<file path="config.mk">
export PLATFORM = sky130hd
export DESIGN_NAME = hwpe_ctrl_reqrsp2periph_flat
export DESIGN_NICKNAME = d
export VERILOG_FILES = /design/src/rtl/hwpe_ctrl_package.sv /design/src/rtl/hwpe_ctrl_intf_periph.sv /design/src/rtl/hwpe_ctrl_intf_reqrsp.sv /design/src/rtl/hwpe_ctrl_reqrsp2periph_fifo.sv /design/src/rtl/hwpe_ctrl_reqrsp2periph.sv /design/src/flat_wrapper.sv
export SDC_FILE = /design/constraint.sdc
export NUM_CORES = 1
export LEC_CHECK = 0
export BUFFER_PORTS_ARGS = -buffer_cell sky130_fd_sc_hd__buf_4
export CAP_MARGIN = 30
export CORE_ASPECT_RATIO = 2
export CORE_UTILIZATION = 42
export CTS_BUF_LIST = sky130_fd_sc_hd__clkbuf_8 sky130_fd_sc_hd__clkbuf_16
export DETAILED_ROUTE_END_ITERATION = 7
export GPL_TIMING_DRIVEN = 0
export PLACE_DENSITY = 0.78
export SLEW_MARGIN = 25
export SYNTH_ARGS = -nofsm -noshare
export SYNTH_HDL_FRONTEND = slang
export SYNTH_HIERARCHICAL = 1
export SYNTH_SLANG_ARGS = --single-unit
</file>
<file path="constraint.sdc">
create_clock -name clk_i -period 6.06 [get_ports clk_i]
set_clock_uncertainty 0.15 [all_clocks]
set_input_delay 1.212 -clock clk_i [delete_from_list [all_inputs] [get_ports clk_i]]
set_output_delay 1.212 -clock clk_i [all_outputs]
set_load 0.03 [all_outputs]
</file>
<file path="src/rtl/hwpe_ctrl_package.sv">
// Shared constants and types for the reqrsp-to-periph bridge.
// Counters are sized for the largest supported response buffer.
package hwpe_ctrl_package;

  localparam int unsigned REQRSP2PERIPH_MAX_DEPTH = 8;
  localparam int unsigned REQRSP2PERIPH_ID_WIDTH  = 2;
  localparam int unsigned REQRSP2PERIPH_CNT_W     = $clog2(REQRSP2PERIPH_MAX_DEPTH + 1);

  typedef logic [REQRSP2PERIPH_CNT_W-1:0] r2p_cnt_t;

  // Every granted request holds one credit until its response is popped.
  function automatic r2p_cnt_t r2p_credits(input r2p_cnt_t outstanding, input r2p_cnt_t buffered);
    return outstanding + buffered;
  endfunction

endpackage

</file>
<file path="src/rtl/hwpe_ctrl_intf_periph.sv">
// Peripheral port: req/gnt request handshake, r_valid response with no backpressure.
// wen=1 marks a read; id travels with the request and returns as r_id.
interface hwpe_ctrl_intf_periph #(
  parameter int unsigned AW       = 32,
  parameter int unsigned DW       = 32,
  parameter int unsigned ID_WIDTH = 2
) ();

  logic                req;
  logic                gnt;
  logic [AW-1:0]       add;
  logic                wen;
  logic [DW/8-1:0]     be;
  logic [DW-1:0]       data;
  logic [ID_WIDTH-1:0] id;
  logic [DW-1:0]       r_data;
  logic                r_valid;
  logic [ID_WIDTH-1:0] r_id;

  modport master (
    output req, add, wen, be, data, id,
    input  gnt, r_data, r_valid, r_id
  );

  modport slave (
    input  req, add, wen, be, data, id,
    output gnt, r_data, r_valid, r_id
  );

endinterface

</file>
<file path="src/rtl/hwpe_ctrl_intf_reqrsp.sv">
// Request/response channel: q_* carries the request, p_* the response.
// Both directions use valid/ready handshakes.
interface hwpe_ctrl_intf_reqrsp #(
  parameter int unsigned AW = 32,
  parameter int unsigned DW = 32
) ();

  logic          q_valid;
  logic          q_ready;
  logic [AW-1:0] q_addr;
  logic          q_write;
  logic [DW-1:0] q_data;
  logic [DW/8-1:0] q_strb;
  logic          p_valid;
  logic          p_ready;
  logic [DW-1:0] p_data;

  modport initiator (
    output q_valid, q_addr, q_write, q_data, q_strb, p_ready,
    input  q_ready, p_valid, p_data
  );

  modport target (
    input  q_valid, q_addr, q_write, q_data, q_strb, p_ready,
    output q_ready, p_valid, p_data
  );

endinterface

</file>
<file path="src/rtl/hwpe_ctrl_reqrsp2periph_fifo.sv">
// Registered response FIFO, DEPTH entries, one cycle from push to pop visibility.
// Push while full is accepted only together with a pop; pop while empty is ignored.
module hwpe_ctrl_reqrsp2periph_fifo
  import hwpe_ctrl_package::*;
#(
  parameter int unsigned DW    = 32,
  parameter int unsigned DEPTH = 2
) (
  input  logic          clk_i,
  input  logic          rst_i,
  input  logic          push_i,
  input  logic [DW-1:0] push_dat_i,
  input  logic          pop_i,
  output logic [DW-1:0] pop_dat_o,
  output logic          full_o,
  output logic          empty_o,
  output r2p_cnt_t      count_o
);

  localparam int unsigned PTR_W = (DEPTH > 1) ? $clog2(DEPTH) : 1;

  logic [DW-1:0]    mem [DEPTH];
  logic [PTR_W-1:0] wr_ptr_q, rd_ptr_q;
  r2p_cnt_t         count_q;
  logic             do_push, do_pop;

  assign full_o    = (count_q == r2p_cnt_t'(DEPTH));
  assign empty_o   = (count_q == '0);
  assign count_o   = count_q;
  assign pop_dat_o = mem[rd_ptr_q];

  assign do_pop  = pop_i & ~empty_o;
  assign do_push = push_i & (~full_o | do_pop);

  function automatic logic [PTR_W-1:0] ptr_inc(input logic [PTR_W-1:0] ptr);
    return (ptr == PTR_W'(DEPTH - 1)) ? '0 : ptr + PTR_W'(1);
  endfunction

  always_ff @(posedge clk_i) begin
    if (rst_i) begin
      wr_ptr_q <= '0;
      rd_ptr_q <= '0;
      count_q  <= '0;
    end else begin
      if (do_push) wr_ptr_q <= ptr_inc(wr_ptr_q);
      if (do_pop)  rd_ptr_q <= ptr_inc(rd_ptr_q);
      count_q <= count_q + r2p_cnt_t'(do_push) - r2p_cnt_t'(do_pop);
    end
  end

  // Storage carries no reset; empty_o guards every read.
  always_ff @(posedge clk_i) begin
    if (do_push) mem[wr_ptr_q] <= push_dat_i;
  end

endmodule

</file>
<file path="src/rtl/hwpe_ctrl_reqrsp2periph.sv">
// Bridges a reqrsp target onto a periph master; responses are buffered in order, visible 1 cycle after r_valid.
// req is withheld while DEPTH credits are used; define HWPE_CTRL_REQRSP2PERIPH_IDCHK_EN for id tagging and err_o.
module hwpe_ctrl_reqrsp2periph
  import hwpe_ctrl_package::*;
#(
  parameter int unsigned AW       = 32,
  parameter int unsigned DW       = 32,
  parameter int unsigned ID_WIDTH = REQRSP2PERIPH_ID_WIDTH,
  parameter int unsigned DEPTH    = 2
) (
  input  logic                        clk_i,
  input  logic                        rst_i,
  hwpe_ctrl_intf_reqrsp.target        slave,
  hwpe_ctrl_intf_periph.master        master,
  output logic                        err_o
);

  logic          grant, accept, fifo_pop;
  logic          fifo_full, fifo_empty;
  r2p_cnt_t      outstanding_q, fifo_count, credits;
  logic [AW-1:0] req_add;
  logic [DW-1:0] req_dat, rsp_dat;

  assign credits = r2p_credits(outstanding_q, fifo_count);

  assign master.req  = slave.q_valid & (credits < r2p_cnt_t'(DEPTH));
  assign grant       = master.req & master.gnt;
  assign slave.q_ready = grant;

  assign req_add     = slave.q_addr;
  assign req_dat     = slave.q_data;
  assign master.add  = req_add;
  assign master.data = req_dat;
  assign master.be   = slave.q_strb;
  assign master.wen  = ~slave.q_write;

  // A response with nothing outstanding belongs to an abandoned request.
  assign accept = master.r_valid & (outstanding_q != '0);

  always_ff @(posedge clk_i) begin
    if (rst_i) begin
      outstanding_q <= '0;
    end else if (grant & ~accept) begin
      outstanding_q <= outstanding_q + r2p_cnt_t'(1);
    end else if (~grant & accept) begin
      outstanding_q <= outstanding_q - r2p_cnt_t'(1);
    end
  end

  assign fifo_pop      = slave.p_ready & ~fifo_empty;
  assign slave.p_valid = ~fifo_empty;
  assign slave.p_data  = rsp_dat;

  hwpe_ctrl_reqrsp2periph_fifo #(
    .DW    (DW),
    .DEPTH (DEPTH)
  ) i_rsp_fifo (
    .clk_i      (clk_i),
    .rst_i      (rst_i),
    .push_i     (accept),
    .push_dat_i (master.r_data),
    .pop_i      (fifo_pop),
    .pop_dat_o  (rsp_dat),
    .full_o     (fifo_full),
    .empty_o    (fifo_empty),
    .count_o    (fifo_count)
  );

  // Credit gating reserves a slot for every outstanding response.
  assert property (@(posedge clk_i) disable iff (rst_i) accept |-> (~fifo_full | fifo_pop));
  assert property (@(posedge clk_i) disable iff (rst_i) credits <= r2p_cnt_t'(DEPTH));

`ifdef HWPE_CTRL_REQRSP2PERIPH_IDCHK_EN
  logic [ID_WIDTH-1:0] issue_tag_q, expect_tag_q;
  logic                err_q;

  always_ff @(posedge clk_i) begin
    if (rst_i) begin
      issue_tag_q  <= '0;
      expect_tag_q <= '0;
      err_q        <= 1'b0;
    end else begin
      if (grant)  issue_tag_q  <= issue_tag_q + ID_WIDTH'(1);
      if (accept) expect_tag_q <= expect_tag_q + ID_WIDTH'(1);
      if ((master.r_valid & (outstanding_q == '0)) |
          (accept & (master.r_id != expect_tag_q))) begin
        err_q <= 1'b1;
      end
    end
  end

  assign master.id = issue_tag_q;
  assign err_o     = err_q;
`else
  logic [ID_WIDTH-1:0] unused_r_id;

  assign unused_r_id = master.r_id;
  assign master.id   = '0;
  assign err_o       = 1'b0;
`endif

endmodule

</file>
<file path="src/flat_wrapper.sv">
// flat-port wrapper written by rule: the top's interface ports become plain ports
module hwpe_ctrl_reqrsp2periph_flat import hwpe_ctrl_package::*;
#(
  parameter int unsigned AW       = 32,
  parameter int unsigned DW       = 32,
  parameter int unsigned ID_WIDTH = REQRSP2PERIPH_ID_WIDTH,
  parameter int unsigned DEPTH    = 2
)
  (clk_i, rst_i, err_o, slave_q_valid, slave_q_addr, slave_q_write, slave_q_data, slave_q_strb, slave_p_ready, slave_q_ready, slave_p_valid, slave_p_data, master_req, master_add, master_wen, master_be, master_data, master_id, master_gnt, master_r_data, master_r_valid, master_r_id);
  hwpe_ctrl_intf_reqrsp #(.AW(AW), .DW(DW)) slave_i ();
  hwpe_ctrl_intf_periph #(.AW(AW), .DW(DW), .ID_WIDTH(ID_WIDTH)) master_i ();
  input  logic clk_i;
  input  logic rst_i;
  output logic err_o;
  input wire logic [$bits(slave_i.q_valid)-1:0] slave_q_valid;
  input wire logic [$bits(slave_i.q_addr)-1:0] slave_q_addr;
  input wire logic [$bits(slave_i.q_write)-1:0] slave_q_write;
  input wire logic [$bits(slave_i.q_data)-1:0] slave_q_data;
  input wire logic [$bits(slave_i.q_strb)-1:0] slave_q_strb;
  input wire logic [$bits(slave_i.p_ready)-1:0] slave_p_ready;
  output wire logic [$bits(slave_i.q_ready)-1:0] slave_q_ready;
  output wire logic [$bits(slave_i.p_valid)-1:0] slave_p_valid;
  output wire logic [$bits(slave_i.p_data)-1:0] slave_p_data;
  output wire logic [$bits(master_i.req)-1:0] master_req;
  output wire logic [$bits(master_i.add)-1:0] master_add;
  output wire logic [$bits(master_i.wen)-1:0] master_wen;
  output wire logic [$bits(master_i.be)-1:0] master_be;
  output wire logic [$bits(master_i.data)-1:0] master_data;
  output wire logic [$bits(master_i.id)-1:0] master_id;
  input wire logic [$bits(master_i.gnt)-1:0] master_gnt;
  input wire logic [$bits(master_i.r_data)-1:0] master_r_data;
  input wire logic [$bits(master_i.r_valid)-1:0] master_r_valid;
  input wire logic [$bits(master_i.r_id)-1:0] master_r_id;
  assign slave_i.q_valid = slave_q_valid;
  assign slave_i.q_addr = slave_q_addr;
  assign slave_i.q_write = slave_q_write;
  assign slave_i.q_data = slave_q_data;
  assign slave_i.q_strb = slave_q_strb;
  assign slave_i.p_ready = slave_p_ready;
  assign slave_q_ready = slave_i.q_ready;
  assign slave_p_valid = slave_i.p_valid;
  assign slave_p_data = slave_i.p_data;
  assign master_req = master_i.req;
  assign master_add = master_i.add;
  assign master_wen = master_i.wen;
  assign master_be = master_i.be;
  assign master_data = master_i.data;
  assign master_id = master_i.id;
  assign master_i.gnt = master_gnt;
  assign master_i.r_data = master_r_data;
  assign master_i.r_valid = master_r_valid;
  assign master_i.r_id = master_r_id;
  hwpe_ctrl_reqrsp2periph #(.AW(AW), .DW(DW), .ID_WIDTH(ID_WIDTH), .DEPTH(DEPTH)) u_core (.clk_i(clk_i), .rst_i(rst_i), .slave(slave_i), .master(master_i), .err_o(err_o));
endmodule
</file>
==> reports/summary.txt, run 1 <==
Die height: 134 um
Htree depth: 3
Clock latency on the worst-skew pair: 0.32 ns
Syn Inst Count: 262
Die Wd: 68.0 um
Cts repair resizes: 0
Slew headroom: 0.613
Critical path cell sequence: inv_1, fa_1, xor2_1, nand3_1, nor3b_2, and2_1, buf_4
Min-delay worst type: reg -> reg
FF-to-FF path depth: 13
Ant diodes: 0
# hold bufs at CTS: 0
First-pass GRT wire length: 11.0 mm
CTS Root Cell: clkbuf_16
Leakage dissipation: 2.30 nW
CORE AREA: 8350 um^2
Drt initial violations: 86
Clock Path Buffers: 2
Clock slew at reported path FFs: 0.05 ns
Unrepaired setup endpoints after global routing: false
PD cells: 447 nW/um^2
Util after Layout: 0.627
Yosys warns: 6
Final Hold Viols: 0
# port buffers: 142
Worst vdd ir: 0.238 mV
CTS sink cnt: 75
Cell Area, Synth: 3660 um^2
Layout cell share with drive strength beyond 1: 0.648
Vias: 2380
Fin crit share: 0.577
Nets: 541
CTS tree: done
Setup repair bufs after CTS: 0
Final WL: 7.42 mm
Crit Path Max Fanout: 6
Num CTS Buffers: 9
Hold_ws: 0.435 ns
ANT nets after route: 0
Highest clock rate: 0.286 GHz
WP data required: 4.70 ns
Critical path class: reg -> out
Slowest cell on crit path: dfxtp_1
DR WL/cell: 14.2 um
IO Pins: 216
GR Util All Layers: 0.167
# setup viols final: 0
Worst setup EP type: output pin
Vias in the first global route: 2390
Largest net degree at the start of global routing: 18
CP arrival: 2.14 ns
Total gr overflow: 0
Syn-to-layout area delta: 43.3%
DR vias/cell: 4.57
Critical Path Source Type: flop
Routability Congestion: 0.762
Mean Syn Cell Area: 14.0 um^2
CP max stage delay: 0.46 ns
Worst Tran Pin Value: 0.579 ns
DRC violations left: 0
Total negative slack: 0 ns
Starting Density: 0.438
Dpl hpwl: 6.04 mm
Hold path depth: 2
Fillers: 700
Minimum clock period: 3.50 ns
Initial antenna violation count: 0
Outcome: finished, final reports clean
Final Max Tran Viols: 0
Max Cap Viol: 0
Site Rows: 47
First-pass DRT Iterations: 3
Die area: 9100 um^2
state kept, by name, summed over array words and instances, names as in the netlist, named ones only:
register	count
u_core/i_rsp_fifo/rd_ptr_q	1
u_core/i_rsp_fifo/wr_ptr_q	1
u_core/outstanding_q	4
u_core/i_rsp_fifo/mem	64
u_core/i_rsp_fifo/count_o	4
path summary, 6_finish.rpt:
| check | startpoint | end | slack (ns) |
|---|---|---|---|
| min | u_core/i_rsp_fifo/wr_ptr_q | u_core/i_rsp_fifo/wr_ptr_q | 0.43 |
| min reg2reg | u_core/i_rsp_fifo/wr_ptr_q | u_core/i_rsp_fifo/wr_ptr_q | 0.43 |
| max reg2reg | u_core/outstanding_q[1] | u_core/outstanding_q[3] | 2.73 |
| max | u_core/outstanding_q[1] | slave_q_ready | 2.56 |
routing by layer:
| layer | share of wire | vias to the layer above | GRT usage |
|---|---|---|---|
| li1 | - | 1156 | - |
| met1 | 0.33 | 1098 | 0.160 |
| met2 | 0.57 | 109 | 0.298 |
| met3 | 0.077 | 17 | 0.0553 |
| met4 | 0.027 | 0 | 0.0856 |
| met5 | 0 | - | 0 |
metrics by stage:
stage                     power (mW)  std cells  setup slack [ns]  instance area (um^2)
after CTS                       2.38        521              2.52                  5240
after global placement          1.77        504              1.78                  4850
after global routing            2.47        521              2.36                  5240
after detailed placement        1.82        506              2.63                  4920
after floorplan                 1.46        264              2.24                  3660
final                           2.34        521              2.56                  5240
layout by cell type (no fill, tap or decap):
cell            instances
buf_16                  2
ha_1                   10
nor3b_2                 1
conb_1                  3
buf_4                 216
clkbuf_16               9
nand2_1                 1
o21a_1                  1
nor2b_1                 5
nor2_1                 12
mux2_2                 32
and2_1                  1
clkinv_4                1
o41ai_1                 1
o21ai_2                 1
fa_1                    3
nand4_1                 1
clkinvlp_4              1
dlymetal6s2s_1          1
clkbuf_2                2
nand2b_4                1
nand3_1                 4
nand3b_1                1
dfxtp_1                11
a21oi_1                 6
mux2i_1                 1
bufinv_16               2
edfxtp_1               64
xnor2_1                 2
a31o_2                  1
mux2_1                  4
clkinv_2                1
inv_6                   1
a211oi_2                1
xor2_1                  3
nor2_4                  2
inv_1                  12
nand2b_1                1
a31oi_1                 1
critical path, delay by kind of cell, from the launching register on:
| kind | cells | cell delay, ns |
|---|---|---|
| adder cells (fa/ha/maj) | 1 | 0.44 |
| AND/OR/NAND/NOR | 3 | 0.47 |
| flip-flops | 1 | 0.46 |
| buffers and inverters | 2 | 0.26 |
| XOR/XNOR | 1 | 0.17 |
report_power, final:
group	internal, mW	switching, mW
clock	0.359	0.188
combinational	0.454	0.587
sequential	0.706	0.0478
total	1.52	0.823
final cells by class:
class | count | area, um^2 | share of cell area
Timing Repair Buffer | 144 | 1120 | 0.214
Clock buffer | 9 | 225 | 0.0430
Inverter | 12 | 45.0 | 0.00860
Clock inverter | 6 | 90.1 | 0.0172
Buffer | 77 | 578 | 0.110
Multi-Input combinational cell | 100 | 913 | 0.174
Sequential cell | 75 | 2140 | 0.409
Tap cell | 98 | 123 | 0.0234
Note: power is estimated with default switching activity, not from simulation.
==> run 2: changes to the inputs <==
clock period = 3.5 ns   (was 6.06 ns; I/O delays follow)
==> reports/summary.txt, run 2 (synthesis gave the netlist of run 1 again) <==
Outcome: finished, final reports clean (unchanged)
Multi-input gate area: 925 um^2 (was 913 um^2)
PD cells: 758 nW/um^2 (was 447 nW/um^2)
Leakage dissipation: 2.28 nW (was 2.30 nW)
Routability Congestion: 0.722 (was 0.762)
Starting Density: 0.438 (unchanged)
Final WL: 7.62 mm (was 7.42 mm)
Total gr overflow: 0 (unchanged)
WP data required: 3.56 ns (was 4.70 ns)
Unrepaired setup endpoints after global routing: false (unchanged)
Critical path class: reg -> reg (was reg -> out)
First-pass GRT wire length: 11.3 mm (was 11.0 mm)
Reg2Reg Setup Slack: 0.27 ns (was 2.73 ns)
Clock latency on the worst-skew pair: 0.32 ns (about the same)
# hold bufs at CTS: 0 (unchanged)
Final Max Tran Viols: 0 (unchanged)
Clock slew at reported path FFs: 0.06 ns (was 0.05 ns)
Vias: 2416 (was 2380)
Initial antenna violation count: 0 (unchanged)
Fin crit share: 0.923
Largest Register: u_core/i_rsp_fifo/mem (unchanged)
DR vias/cell: 4.63 (was 4.57)
Fillers: 706 (was 700)
Minimum clock period: 3.23 ns
Post-Place Setup Slack: 0.118 ns (was 2.63 ns)
Hold_ws: 0.409 ns (was 0.435 ns)
Dpl hpwl: 6.08 mm (was 6.04 mm)
# port buffers: 142 (unchanged)
HP Start: master_r_data[28] (was u_core/i_rsp_fifo/wr_ptr_q)
Hold path depth: 1 (was 2)
Vias in the first global route: 2500 (was 2390)
FF-to-FF path depth: 13 (unchanged)
Min-delay worst type: in -> reg (was reg -> reg)
Clock Path Buffers: 2 (unchanged)
Util after Layout: 0.623 (was 0.627)
CTS sink cnt: 75 (unchanged)
Worst setup EP type: flop (was output pin)
First-pass DRT Iterations: 6 (was 3)
R2r endpoint: u_core/outstanding_q[3] (unchanged)
CORE AREA: 8350 um^2 (unchanged)
Nets: 541 (unchanged)
Hold Crit Endpoint: u_core/i_rsp_fifo/mem[0][28] (was u_core/i_rsp_fifo/wr_ptr_q)
# setup viols final: 0 (unchanged)
Ant diodes: 0 (unchanged)
Most frequent cells in the layout: buf_4, edfxtp_1, mux2_2 (unchanged)
DRC violations left: 0 (unchanged)
IO Pins: 216 (unchanged)
Setup repair bufs after CTS: 0 (unchanged)
CTS Root Cell: clkbuf_16 (unchanged)
Critical Path Source Type: flop (unchanged)
Cell Area, Placed: 4930 um^2 (was 4920 um^2)
GR Util All Layers: 0.169 (was 0.167)
Die Wd: 68.0 um (unchanged)
Final Hold Viols: 0 (unchanged)
Crit Path Max Fanout: 6 (unchanged)
Num CTS Buffers: 9 (unchanged)
Drt initial violations: 65 (was 86)
Htree depth: 3 (unchanged)
CTS tree: done (unchanged)
Worst R2R Start: u_core/outstanding_q[1] (unchanged)
ANT nets after route: 0 (unchanged)
Die height: 134 um (unchanged)
Final worst slack: 0.271 ns (was 2.56 ns)
Seq. cell area: 2150 um^2 (was 2140 um^2)
Max Cap Viol: 0 (unchanged)
CP arrival: 3.29 ns (was 2.14 ns)
Site Rows: 47 (unchanged)
Final instance area: 5210 um^2 (was 5240 um^2)
Worst vdd ir: 0.446 mV (was 0.238 mV)
Highest clock rate: 0.310 GHz
Max FFs per register: 64 (unchanged)
Layout cell share with drive strength beyond 1: 0.656 (was 0.648)
DR WL/cell: 14.6 um (was 14.2 um)
Syn-to-layout area delta: 42.4% (was 43.3%)
Die area: 9100 um^2 (unchanged)
Commonest non-fill, non-tap cell in the layout: buf_4 (unchanged)
Largest net degree at the start of global routing: 22 (was 18)
run 2: power by group:
part           switching [mW]  internal, mW
Sequential             0.0834          1.22
Clock                   0.335         0.475
Combinational            1.03         0.796
Total                    1.45          2.50
run 2: area by class of cell:
| type | instances | share of cell area |
|---|---|---|
| multi-input cells | 100 | 0.178 |
| clock inverters | 7 | 0.00841 |
| well taps | 98 | 0.0236 |
| flip-flops and latches | 75 | 0.412 |
| repair buffers | 144 | 0.215 |
| inverters | 12 | 0.00865 |
| plain buffers | 77 | 0.111 |
| clock buffers | 9 | 0.0433 |
run 2: how the worst max path moves through the flow:
stage	from	endpoint	cells after the start
after floorplan	u_core/outstanding_q[1]	u_core/outstanding_q[3]	13
after global placement	u_core/i_rsp_fifo/count_o[2]	u_core/i_rsp_fifo/mem[1][6]	7
after detailed placement	u_core/outstanding_q[1]	u_core/outstanding_q[3]	13
after CTS	u_core/outstanding_q[1]	u_core/outstanding_q[3]	13
after global routing	u_core/outstanding_q[1]	u_core/outstanding_q[3]	13
final	u_core/outstanding_q[1]	u_core/outstanding_q[3]	13
run 2: what timing repair did:
action,CTS,global route
setup endpoints to repair,0,1
hold endpoints to repair,0,0
resized for setup,0,4
run 2: metrics by stage:
step | power, mW | setup TNS, ns | instances
floorplan | 2.54 | 0 | 264
global placement | 3.06 | -16.77 | 504
detailed placement | 3.17 | 0 | 506
CTS | 4.00 | 0 | 522
global route | 4.17 | 0 | 522
finish | 3.95 | 0 | 522
run 2: layer usage:
metal	vias up	share of wire	GRT usage
li1	1154	-	-
met1	1130	0.33	0.170
met2	118	0.57	0.294
met3	14	0.084	0.0587
met4	0	0.020	0.0810
met5	-	0	0
run 2: critical path, stage by stage (launching register included):
cell	delay (ns)
dfxtp_2	0.40
inv_1	0.08
fa_1	0.43
xor2_1	0.17
nand3_1	0.13
nor3b_4	0.19
and2_2	0.17
ha_1	0.16
inv_1	0.10
ha_1	0.34
a21oi_2	0.18
a211oi_2	0.09
a31oi_1	0.18
mux2_1	0.34
